===== src/rtl/pc_step_controller.sv =====
// Run/halt/step/jump sequencer for the program counter, with one address breakpoint.
// Every output is registered, so a command shows up as a strobe one cycle after it is sampled.
module pc_step_controller #(
  parameter int ADDR_WIDTH = 8,
  parameter int DIV_COUNT  = 16_000_000
) (
  input  logic                  i_clk,
  input  logic                  i_rst,
  input  logic                  i_run,
  input  logic                  i_halt,
  input  logic                  i_step,
  input  logic                  i_jump,
  input  logic [ADDR_WIDTH-1:0] i_jump_addr,
  input  logic                  i_bp_en,
  input  logic [ADDR_WIDTH-1:0] i_bp_addr,
  input  logic [ADDR_WIDTH-1:0] i_pc_addr,
  output logic                  o_inc,
  output logic                  o_load,
  output logic [ADDR_WIDTH-1:0] o_load_addr,
  output logic                  o_running,
  output logic                  o_bp_hit
);

  localparam int DIV_W = (DIV_COUNT > 2) ? $clog2(DIV_COUNT) : 1;
  localparam logic [DIV_W-1:0] DIV_LAST = DIV_W'(DIV_COUNT - 1);

  typedef enum logic {
    HALT = 1'b0,
    RUN  = 1'b1
  } state_e;

  state_e                state_q, state_d;
  logic [DIV_W-1:0]      div_q, div_d;
  logic                  skip_q, skip_d;
  logic                  inc_q, inc_d;
  logic                  load_q, load_d;
  logic [ADDR_WIDTH-1:0] addr_q, addr_d;
  logic                  bp_q, bp_d;
  logic                  tick;

  assign tick = (state_q == RUN) && (div_q == DIV_LAST);

  always_comb begin
    state_d = state_q;
    div_d   = (state_q == RUN) ? (tick ? '0 : div_q + DIV_W'(1)) : '0;
    skip_d  = skip_q;
    inc_d   = 1'b0;
    load_d  = 1'b0;
    addr_d  = addr_q;
    bp_d    = bp_q;

    if (i_jump) begin
      load_d = 1'b1;
      addr_d = i_jump_addr;
      div_d  = '0;
      skip_d = 1'b1;
      bp_d   = 1'b0;
    end else if (i_halt) begin
      if (state_q == RUN) begin
        state_d = HALT;
        div_d   = '0;
      end
    end else if (state_q == HALT) begin
      // A step beats a simultaneous run, which is simply dropped.
      if (i_step) begin
        inc_d = 1'b1;
        bp_d  = 1'b0;
      end else if (i_run) begin
        state_d = RUN;
        div_d   = '0;
        skip_d  = 1'b1;
        bp_d    = 1'b0;
      end
    end else if (tick) begin
      // skip_q lets the first tick after a resume or jump leave the breakpoint address.
      if (i_bp_en && (i_pc_addr == i_bp_addr) && !skip_q) begin
        state_d = HALT;
        bp_d    = 1'b1;
      end else begin
        inc_d  = 1'b1;
        skip_d = 1'b0;
      end
    end
  end

  always_ff @(posedge i_clk or posedge i_rst) begin
    if (i_rst) begin
      state_q <= HALT;
      div_q   <= '0;
      skip_q  <= 1'b0;
      inc_q   <= 1'b0;
      load_q  <= 1'b0;
      addr_q  <= '0;
      bp_q    <= 1'b0;
    end else begin
      state_q <= state_d;
      div_q   <= div_d;
      skip_q  <= skip_d;
      inc_q   <= inc_d;
      load_q  <= load_d;
      addr_q  <= addr_d;
      bp_q    <= bp_d;
    end
  end

  assign o_inc       = inc_q;
  assign o_load      = load_q;
  assign o_load_addr = addr_q;
  assign o_running   = (state_q == RUN);
  assign o_bp_hit    = bp_q;

endmodule


===== config.mk =====
export PLATFORM = sky130hd
export DESIGN_NAME = pc_step_controller
export DESIGN_NICKNAME = d
export VERILOG_FILES = /design/src/rtl/pc_step_controller.sv
export SDC_FILE = /design/constraint.sdc
export NUM_CORES = 1
export LEC_CHECK = 0
export ABC_AREA = 1
export CAP_MARGIN = 10
export CORE_UTILIZATION = 28
export CTS_BUF_LIST = sky130_fd_sc_hd__clkbuf_16
export DETAILED_ROUTE_END_ITERATION = 10
export RECOVER_POWER = 50
export SLEW_MARGIN = 20
export SYNTH_ARGS = -nofsm -noshare
export SYNTH_HDL_FRONTEND = slang
export SYNTH_SLANG_ARGS = --single-unit

===== constraint.sdc =====
create_clock -name i_clk -period 2.84 [get_ports i_clk]
set_input_delay 0.568 -clock i_clk [delete_from_list [all_inputs] [get_ports i_clk]]
set_output_delay 0.568 -clock i_clk [all_outputs]
set_load 0.01 [all_outputs]

Yosys cells after proc, flatten, opt, wreduce, memory -nomap -nowiden
Cells that the tools add are included.

Flip-flop bits (word level): 37. Latch bits: 0. Bits in writable memories: 0. ROM bits: 0. Bits of input ports: 31. Memories: 0.

Add/sub/neg operators: 1. Multipliers: 0. Div/mod/pow operators: 0. Order comparisons: 0. Eq/ne operators: 7. Shift operators: 0. Multiplexer cells: 34. Bitwise logic cells: 0. Reduce and logical (&&, ||, !) cells: 8.

Operators with widths (count): $mux W24 (8); $mux W1 (26); $add A24 B1 Y24 const B (1); $eq A24 B24 Y1 const B (1); $eq A8 B8 Y1 (1); $ne A3 B2 Y1 const B (2); $reduce_and A5 Y1 (1); $reduce_and A4 Y1 (1); $reduce_bool A4 Y1 (1); $logic_and A1 B1 Y1 (3); $ne A3 B1 Y1 const B (1); $ne A3 B3 Y1 const B (1); $reduce_bool A3 Y1 (1); $ne A2 B1 Y1 const B (1); $logic_not A1 Y1 (1).

Depth between registers and ports, before layout
Gate-level depths: netlist of the first run.

Depth after elaboration: 9. Depth in mapped cells: 11. Mapped depth without buffers: 11.

Least setup slack after synthesis of the first run
OpenSTA, ideal clock, no wires.

Kind: register -> register. Start point: register div_q[0]. End point: register div_q[16]. Data arrival time: 1302 ps. Slack: 1420 ps. Stages on the path, launching flop included: 8. Path buffers: 1. Period minus slack after synthesis: 1420 ps. Cells stage by stage: dfrtp_1 ha_1 nand2_1 nor2_8 nand3b_4 o21ai_4 buf_6 nor2_1.

Cells in the longest elaborated chain, start to end: 9. Elaborated cells on any way between the ends: 11. Those cells by class: add/sub (1); eq/ne (1); mux (8); reduce/logical (1).

RTL lines: from (decl) (RTL line 33) `logic [DIV_W-1:0] div_q, div_d;`; from (signal assigned) (RTL line 97) `div_q <= div_d;`; parallel branches: the longest is 2 deep, another holds $add A24 B1 Y24; $mux W24 * (2 in series) (RTL line 45) `div_d = (state_q == RUN) ? (tick ? '0 : div_q + DIV_W'(1)) : '0;`; $mux W24 (RTL line 68) `end else if (i_run) begin`; $mux W24 (RTL line 65) `if (i_step) begin`; $mux W24 (RTL line 63) `end else if (state_q == HALT) begin`; $mux W24 * (RTL line 58) `end else if (i_halt) begin`; $mux W24 * (RTL line 52) `if (i_jump) begin`; net div_d[16] (RTL line 33).

Mark *: on every way through the listed nets, which the timed path passes. A chain may end at the register's enable or synchronous reset.

==> impl_metrics.tcl, run 1 <==
set metrics [dict create \
    rsz0062_at_grt "false" \
    grt_max_degree 38 \
    pwr-share-seq 0.445 \
    synth_compound_area_frac 0.0556 \
    clkPwrFrac 0.431 \
    finalSetupViolations 0 \
    layout-drive-gt1-share 0.0801 \
    ys_ff_latch 37 \
    status "finished, final reports clean" \
    firstDrtPassIters 4 \
    p_total_w 0.00124 \
    path_delay_family "buffers and inverters" \
    p_sw_frac 0.238 \
    cts_setup_buffers 0 \
    clk_latency_ps 280 \
    maxSlewViolCount 0 \
    muxShareOfSynthArea 0 \
    timing.final.crit_period_ps 2040 \
    hold_viol_final 0 \
    synth_flop_cell "dfrtp_1" \
    synth_fp_nets 346 \
    drc 0 \
    path_max_fanout 13 \
    antenna_found_initial 0 \
    routed_wl_um 5220 \
    worst_path_largest_cell_delay_ps 810 \
    holdCritStartpoint "div_q[0]" \
    synth_area_per_cell_um2 7.16 \
    first_global_vias 2032 \
    hp-class "reg -> reg" \
    ctsHtreeMaxLevel 2 \
    postCtsHoldBufs 0 \
    io_buffers 42 \
    synth_fa_ha_area_frac 0.00556 \
    synth-xor-area-share 0.0428 \
    crit_buf_inv 2 \
    finalClockSkew_ps 3.68 \
    globalRouteTotalUtil 0.136 \
    synth_most_common_cell "nand2_1" \
    wl_per_cell_um 11.3 \
    yosys.area.top_type_share 0.412 \
    cts_tree "yes" \
    grt_overflow 0 \
    ys_async_sr_fraction 1.00 \
    reg2reg_to "div_q[15]" \
    reg2reg_depth 6 \
    synth_edf_count 0 \
    drt_iter0_drc 115 \
    r2r_start "div_q[0]" \
    ys_seq_area_frac 0.412 \
    synth_commonest_cells "89 x nand2_1, 55 x nor2_1, 46 x inv_1" \
    path_cells "dlygate4sd3_1, inv_1, nand2_1, o211a_1, o21ai_0, a31oi_1" \
    yosys.area_share.simple 0.395 \
    path_clk_slew_ps 60 \
    core_area_um2 7730 \
    synth_top_family_by_area "simple AND/OR/NAND/NOR gates" \
    synth_cells 314 \
    worstMarginPinSlew_ps 897 \
    clk_path_buf_depth 2 \
    critical_path_class "in -> reg" \
    ios 43 \
    syn_area_um2 2250 \
    utilization 0.378 \
    synth_area_leaders "dfrtp_1 41%, nand2_1 15%, nor2_1 9.2%" \
    maxSlewHeadroom 0.402 \
    startpoint_type "primary input" \
    gp_congestion 0.895 \
    arrival_ps 2240 \
    placed_area_um2 2780 \
    final_area_um2 2920 \
    cts-buffers-inserted 5 \
    cts-root-buf "clkbuf_16" \
    min_to "div_q[0]" \
    max-vdd-ir-drop_uv 252 \
    rows 32 \
    cp.depth 6 \
    die_y_um 91.6 \
    diodes 0 \
    p_per_area_nw_per_um2 423 \
    cp-end-kind "flop" \
    grt_pass1_wl_um 9050 \
    dp_hpwl_um 4070 \
    yosysUniqueCellTypes 32 \
    dp.cells 456 \
    hold_path_depth 1 \
    max_freq_mhz 490 \
    power_leakage_nw 1.34 \
    rrSetupSlack_ps 1160 \
    nets 393 \
    power_switching_w 0.000294 \
    initial_core_util 0.291 \
    min_period_over_period 0.719 \
    final_cells 464 \
    vias 2074 \
    tns_ps 0 \
    ys_warn_count 0 \
    cts_resized 0 \
    required_ps 3040 \
    area_growth_pct 30.0 \
    ant_nets 0 \
    synth_area_leader_cell "dfrtp_1" \
    p_int_w 0.000944 \
    die_area_um2 8390 \
    via_per_inst 4.47 \
    dieWidth_um 91.6 \
    critPathSlowestCell "dlygate4sd3_1" \
    maxCapViolations 0 \
    cts.sinks 37 \
    combPwrFrac 0.124 \
]
[cell families after synthesis]
group                    after synthesis
flip-flops                            37
buffers and inverters                 51
XOR/XNOR                              11
AND/OR/NAND/NOR                      193
AO/OA/AOI/OAI                         21
adder cells (fa/ha/maj)                1
[layout by cell type, fill, tap and decap left out, drive strengths merged, types with 5 or more instances in the layout]
| master | instances |
|---|---|
| nor3 | 8 |
| nor2 | 66 |
| nand2 | 92 |
| inv | 48 |
| dfrtp | 37 |
| nand3 | 16 |
| o21ai | 8 |
| clkbuf | 6 |
| nand4 | 5 |
| xor2 | 8 |
| a21oi | 10 |
| clkdlybuf4s50 | 39 |
[power by group through the flow]
stage / Sequential [W] / Clock (W) / Combinational [W]
after floorplan: 0.000565 / 0 / 0.0000638
after global placement: 0.000560 / 0 / 0.000156
after detailed placement: 0.000560 / 0 / 0.000157
after CTS: 0.000550 / 0.000550 / 0.000158
after global routing: 0.000552 / 0.000574 / 0.000171
final: 0.000550 / 0.000533 / 0.000154
[final cells by class]
class,instances,area [µm²]
Clock inverter,3,17.5
Clock buffer,5,125
Timing Repair Buffer,43,425
Multi-Input combinational cell,226,1120
Tap cell,102,128
Inverter,48,180
Fill cell,785,4800
Sequential cell,37,926
[worst max-delay path by stage]
| stage | startpoint | endpoint | slack (ps) |
|---|---|---|---|
| 2_1_floorplan | div_q[0] | div_q[16] | 1420 |
| 3_3_place_gp | i_jump | skip_q | 620 |
| 3_5_place_dp | i_jump | div_q[18] | 550 |
| 4_1_cts | i_jump | div_q[14] | 850 |
| 5_1_grt | i_jump | skip_q | 600 |
| 6_report | i_jump | o_running | 800 |
[per-stage QoR]
| stage | worst slack (ps) | hold WS, ps |
|---|---|---|
| finish | 798 | 457 |
| floorplan | 1420 | 430 |
| global route | 605 | 485 |
| global placement | 623 | 450 |
| CTS | 850 | 461 |
| detailed placement | 549 | 454 |
[routing by layer]
layer | vias to the layer above | part of all wire | routed length [µm] | track usage
li1 | 1057 | - | - | -
met1 | 953 | 0.46 | 2390 | 0.175
met2 | 52 | 0.46 | 2400 | 0.218
met3 | 12 | 0.064 | 334 | 0.0365
met4 | 0 | 0.017 | 91 | 0.0503
met5 | - | 0 | 0 | 0
[sequential cells by signal, summed over array words and instances (netlist names)]
signal       flops
div_q           24
o_load_addr      8
o_bp_hit         1
o_inc            1
o_load           1
o_running        1
skip_q           1
(Power assumes the default switching activity.)
==> run 2, diff against run 1 <==
==> constraint.sdc (replaced) <==
create_clock -name i_clk -period 2.1 [get_ports i_clk]
set_input_delay 0.42 -clock i_clk [delete_from_list [all_inputs] [get_ports i_clk]]
set_output_delay 0.42 -clock i_clk [all_outputs]
set_load 0.01 [all_outputs]
==> impl_metrics.tcl, run 2 (synthesis gave the netlist of run 1 again) <==
set metrics [dict create \
    p_per_area_nw_per_um2 567 \
    layout-drive-gt1-share 0.0797 \
    maxSlewHeadroom 0.394 \
    firstDrtPassIters 4 \
    worstMarginPinSlew_ps 909 \
    dieWidth_um 91.6 \
    p_sw_frac 0.233 \
    grt_max_degree 38 \
    wl_per_cell_um 11.3 \
    ant_nets 0 \
    status "finished, final reports clean" \
    postCtsHoldBufs 0 \
    min_period_over_period 0.840 \
    clk_latency_ps 280 \
    timing.final.crit_period_ps 1760 \
    cp-end-kind "flop" \
    path_clk_slew_ps 60 \
    required_ps 2300 \
    die_area_um2 8390 \
    critPathLaunch "i_jump" \
    reg2reg_depth 6 \
    power_leakage_nw 1.35 \
    rrSetupSlack_ps 450 \
    r2r_start "div_q[0]" \
    arrival_ps 1960 \
    path_max_fanout 11 \
    area_growth_pct 30.4 \
    core_area_um2 7730 \
    routed_wl_um 5270 \
    startpoint_type "primary input" \
    mostFrequentLayoutCells "89 x nand2_1, 55 x nor2_1, 47 x inv_1" \
    drt_iter0_drc 110 \
    ios 43 \
    cts-buffers-inserted 5 \
    cts.sinks 37 \
    max_freq_mhz 567 \
    finalSetupViolations 0 \
    top_register "div_q" \
    max-vdd-ir-drop_uv 270 \
    globalRouteTotalUtil 0.138 \
    antenna_found_initial 0 \
    combPwrFrac 0.126 \
    grt_overflow 0 \
    cts-root-buf "clkbuf_16" \
    finalClockSkew_ps 4.36 \
    diodes 0 \
    maxCapViolations 0 \
    largest_reg_flops 24 \
    holdCritStartpoint "div_q[0]" \
    p_int_w 0.00127 \
    io_buffers 42 \
    hold_viol_final 0 \
    placed_area_um2 2800 \
    rows 32 \
    initial_core_util 0.291 \
    cts_tree "yes" \
    utilization 0.379 \
    critical_path_class "in -> reg" \
    reg2reg_to "div_q[15]" \
    power_switching_w 0.000388 \
    drc 0 \
    worst_path_largest_cell_delay_ps 580 \
    gp_congestion 0.922 \
    vias 2081 \
    path_cells "dlygate4sd3_1, clkbuf_1, inv_1, nand2_1, o211a_1, o21ai_0, a31oi_1" \
    crit_end "o_running" \
    clk_path_buf_depth 2 \
    nets 395 \
    via_per_inst 4.47 \
    cts_setup_buffers 0 \
    final_area_um2 2930 \
    clkPwrFrac 0.427 \
    grt_pass1_wl_um 9300 \
    critPathSlowestCell "dlygate4sd3_1" \
    layout_commonest_cell "nand2_1" \
    first_global_vias 2078 \
    cts_resized 0 \
    maxSlewViolCount 0 \
    tns_ps 0 \
    ctsHtreeMaxLevel 2 \
    die_y_um 91.6 \
    dp_hpwl_um 4110 \
    rsz0062_at_grt "false" \
    hp-class "reg -> reg" \
    pwr-share-seq 0.448 \
]
run 2: worst min-delay path by stage:
| stage | end | cells past startpoint | slack [ps] |
|---|---|---|---|
| after floorplan | div_q[0] | 1 | 430 |
| after global placement | div_q[0] | 1 | 450 |
| after detailed placement | div_q[0] | 1 | 460 |
| after CTS | div_q[0] | 1 | 460 |
| after global routing | o_load_addr[4] | 2 | 490 |
| final | div_q[0] | 1 | 460 |
run 2: routing by layer:
metal | global-route usage | wire length (µm)
met5 | 0 | 0
met4 | 0.0516 | 72
met3 | 0.0373 | 405
met2 | 0.222 | 2440
met1 | 0.177 | 2360
run 2: metrics by stage:
step / hold slack (ps) / power, W / worst slack [ps] / instances
2_1_floorplan: 430 / 0.000851 / 680 / 314
3_3_place_gp: 450 / 0.000970 / 305 / 458
3_5_place_dp: 455 / 0.000972 / 249 / 458
4_1_cts: 463 / 0.00169 / 399 / 466
5_1_grt: 489 / 0.00175 / 155 / 466
6_report: 458 / 0.00166 / 337 / 466
run 2: power by group through the flow:
stage	Sequential (W)	Clock (W)	Combinational, W
floorplan	0.000765	0	0.0000863
global placement	0.000756	0	0.000214
detailed placement	0.000758	0	0.000214
CTS	0.000745	0.000733	0.000215
global route	0.000746	0.000769	0.000236
finish	0.000744	0.000709	0.000209
run 2: worst max-delay path, delay by kind of cell:
kind	cells	cell delay, ps
buf+inv	3	1040
compound gates	3	400
simple gates	1	100
run 2: cell type report:
cell class | count | area (µm²)
clock buffers | 5 | 125
clock inverters | 3 | 13.8
fillers | 815 | 4800
inverters | 48 | 180
multi-input cells | 226 | 1120
flip-flops and latches | 37 | 926
well taps | 102 | 128
repair buffers | 45 | 437
==> run 3, diff against run 2 <==
==> constraint.sdc (replaced) <==
create_clock -name i_clk -period 1.76 [get_ports i_clk]
set_input_delay 0.352 -clock i_clk [delete_from_list [all_inputs] [get_ports i_clk]]
set_output_delay 0.352 -clock i_clk [all_outputs]
set_load 0.01 [all_outputs]
==> impl_metrics.tcl, run 3 (synthesis gave the netlist of run 1 again) <==
set metrics [dict create \
    status "finished, final reports clean" \
    dieWidth_um 91.6 \
    p_per_area_nw_per_um2 711 \
    clk_latency_ps 280 \
    die_y_um 91.6 \
    required_ps 1410 \
    layout_commonest_cell "nand2_1" \
    mostFrequentLayoutCells "89 x nand2_1, 55 x nor2_1, 47 x inv_1" \
    cts-buffers-inserted 5 \
    layout-drive-gt1-share 0.0894 \
    grt_overflow 0 \
    ios 43 \
    io_buffers 42 \
    maxSlewHeadroom 0.399 \
    maxSlewViolCount 0 \
    area_growth_pct 33.7 \
    gp_congestion 0.878 \
    routed_wl_um 5310 \
    worstMarginPinSlew_ps 902 \
    path_clk_slew_ps 50 \
    gr-usage-met2 0.209 \
    tns_ps 0 \
    first_global_vias 1939 \
    min_period_over_period 0.932 \
    finalSetupViolations 0 \
    drc 0 \
    postCtsHoldBufs 0 \
    rsz0062_at_grt "false" \
    globalRouteTotalUtil 0.135 \
    worst_path_largest_cell_delay_ps 580 \
    path_delay_family "buffers and inverters" \
    firstDrtPassIters 4 \
    dp_hpwl_um 4150 \
    arrival_ps 1290 \
    r2r_start "div_q[0]" \
    hp-class "reg -> reg" \
    drt_iter0_drc 134 \
    grt_max_degree 38 \
    cts.sinks 37 \
    busiest_layer "met2" \
    ant_nets 0 \
    final_cells 471 \
    largest_reg_flops 24 \
    initial_core_util 0.291 \
    startpoint_type "flop" \
    power_leakage_nw 1.39 \
    timing.final.crit_period_ps 1640 \
    core_area_um2 7730 \
    rows 32 \
    path_max_fanout 5 \
    crit_buf_inv 1 \
    finalClockSkew_ps 5.23 \
    antenna_found_initial 0 \
    die_area_um2 8390 \
    hold_viol_final 0 \
    top_register "div_q" \
    met3_usage 0.0290 \
    diodes 0 \
    grt_pass1_wl_um 9050 \
    cts-root-buf "clkbuf_16" \
    ctsHtreeMaxLevel 2 \
    critPathLaunch "o_running" \
    via_per_inst 4.39 \
    path_cells "clkdlybuf4s50_1" \
    placed_area_um2 2840 \
    met1_usage 0.181 \
    critical_path_class "reg -> out" \
    clk_path_buf_depth 2 \
    maxCapViolations 0 \
    max_freq_mhz 609 \
    dp.cells 462 \
    critPathSlowestCell "clkdlybuf4s50_1" \
    nets 400 \
    wl_per_cell_um 11.3 \
    holdCritStartpoint "div_q[0]" \
    final_area_um2 3010 \
    cts_tree "yes" \
    n_fill_cell 806 \
    cp-end-kind "output port" \
    max-vdd-ir-drop_uv 303 \
    vias 2068 \
]
run 3: cell types whose count changed in the layout (fill, tap and decap cells not counted), sizes merged:
cell / previous run / this run
clkinv: 2 / 1
buf: 1 / 6
bufinv: 0 / 1
run 3: layout make-up:
type / instances / area, µm² / area share
well taps: 102 / 128 / 0.0425
inverters: 48 / 180 / 0.0600
clock inverters: 3 / 37.5 / 0.0125
clock buffers: 5 / 125 / 0.0416
repair buffers: 50 / 487 / 0.162
multi-input cells: 226 / 1120 / 0.373
flip-flops and latches: 37 / 926 / 0.308
run 3: path summary, 6_finish.rpt:
check / slack (ps) / to / cells past startpoint
min reg2reg: 460 / div_q[0] / 1
min: 460 / div_q[0] / 1
max reg2reg: 140 / skip_q / 8
max in group asynchronous: 410 / div_q[13] / 3
max: 120 / o_running / 1
min in group asynchronous: 780 / div_q[6] / 3
run 3: per-layer routing:
layer / share of wire / wire (µm)
met4: 0.023 / 122
met5: 0 / 0
met2: 0.45 / 2400
met1: 0.48 / 2520
met3: 0.049 / 259
run 3: power breakdown:
| part | switching (W) | internal [W] | total (W) |
|---|---|---|---|
| combinational | 0.000120 | 0.000140 | 0.000260 |
| sequential | 0.0000152 | 0.000874 | 0.000889 |
| clock | 0.000329 | 0.000657 | 0.000986 |
run 3: repair_timing:
action,in CTS,in global routing
hold endpoints to repair,0,0
resized for setup,0,0
setup endpoints to repair,0,9
setup buffers,0,1
run 3: through the flow:
| step | total power [W] | util | hold slack, ps | setup WS, ps |
|---|---|---|---|---|
| floorplan | 0.00102 | - | 383 | 340 |
| global placement | 0.00116 | 0.368 | 455 | 66.8 |
| detailed placement | 0.00117 | 0.368 | 461 | 25.6 |
| CTS | 0.00217 | 0.389 | 423 | 117 |
| global route | 0.00223 | 0.389 | 484 | 26.1 |
| finish | 0.00214 | 0.389 | 462 | 119 |
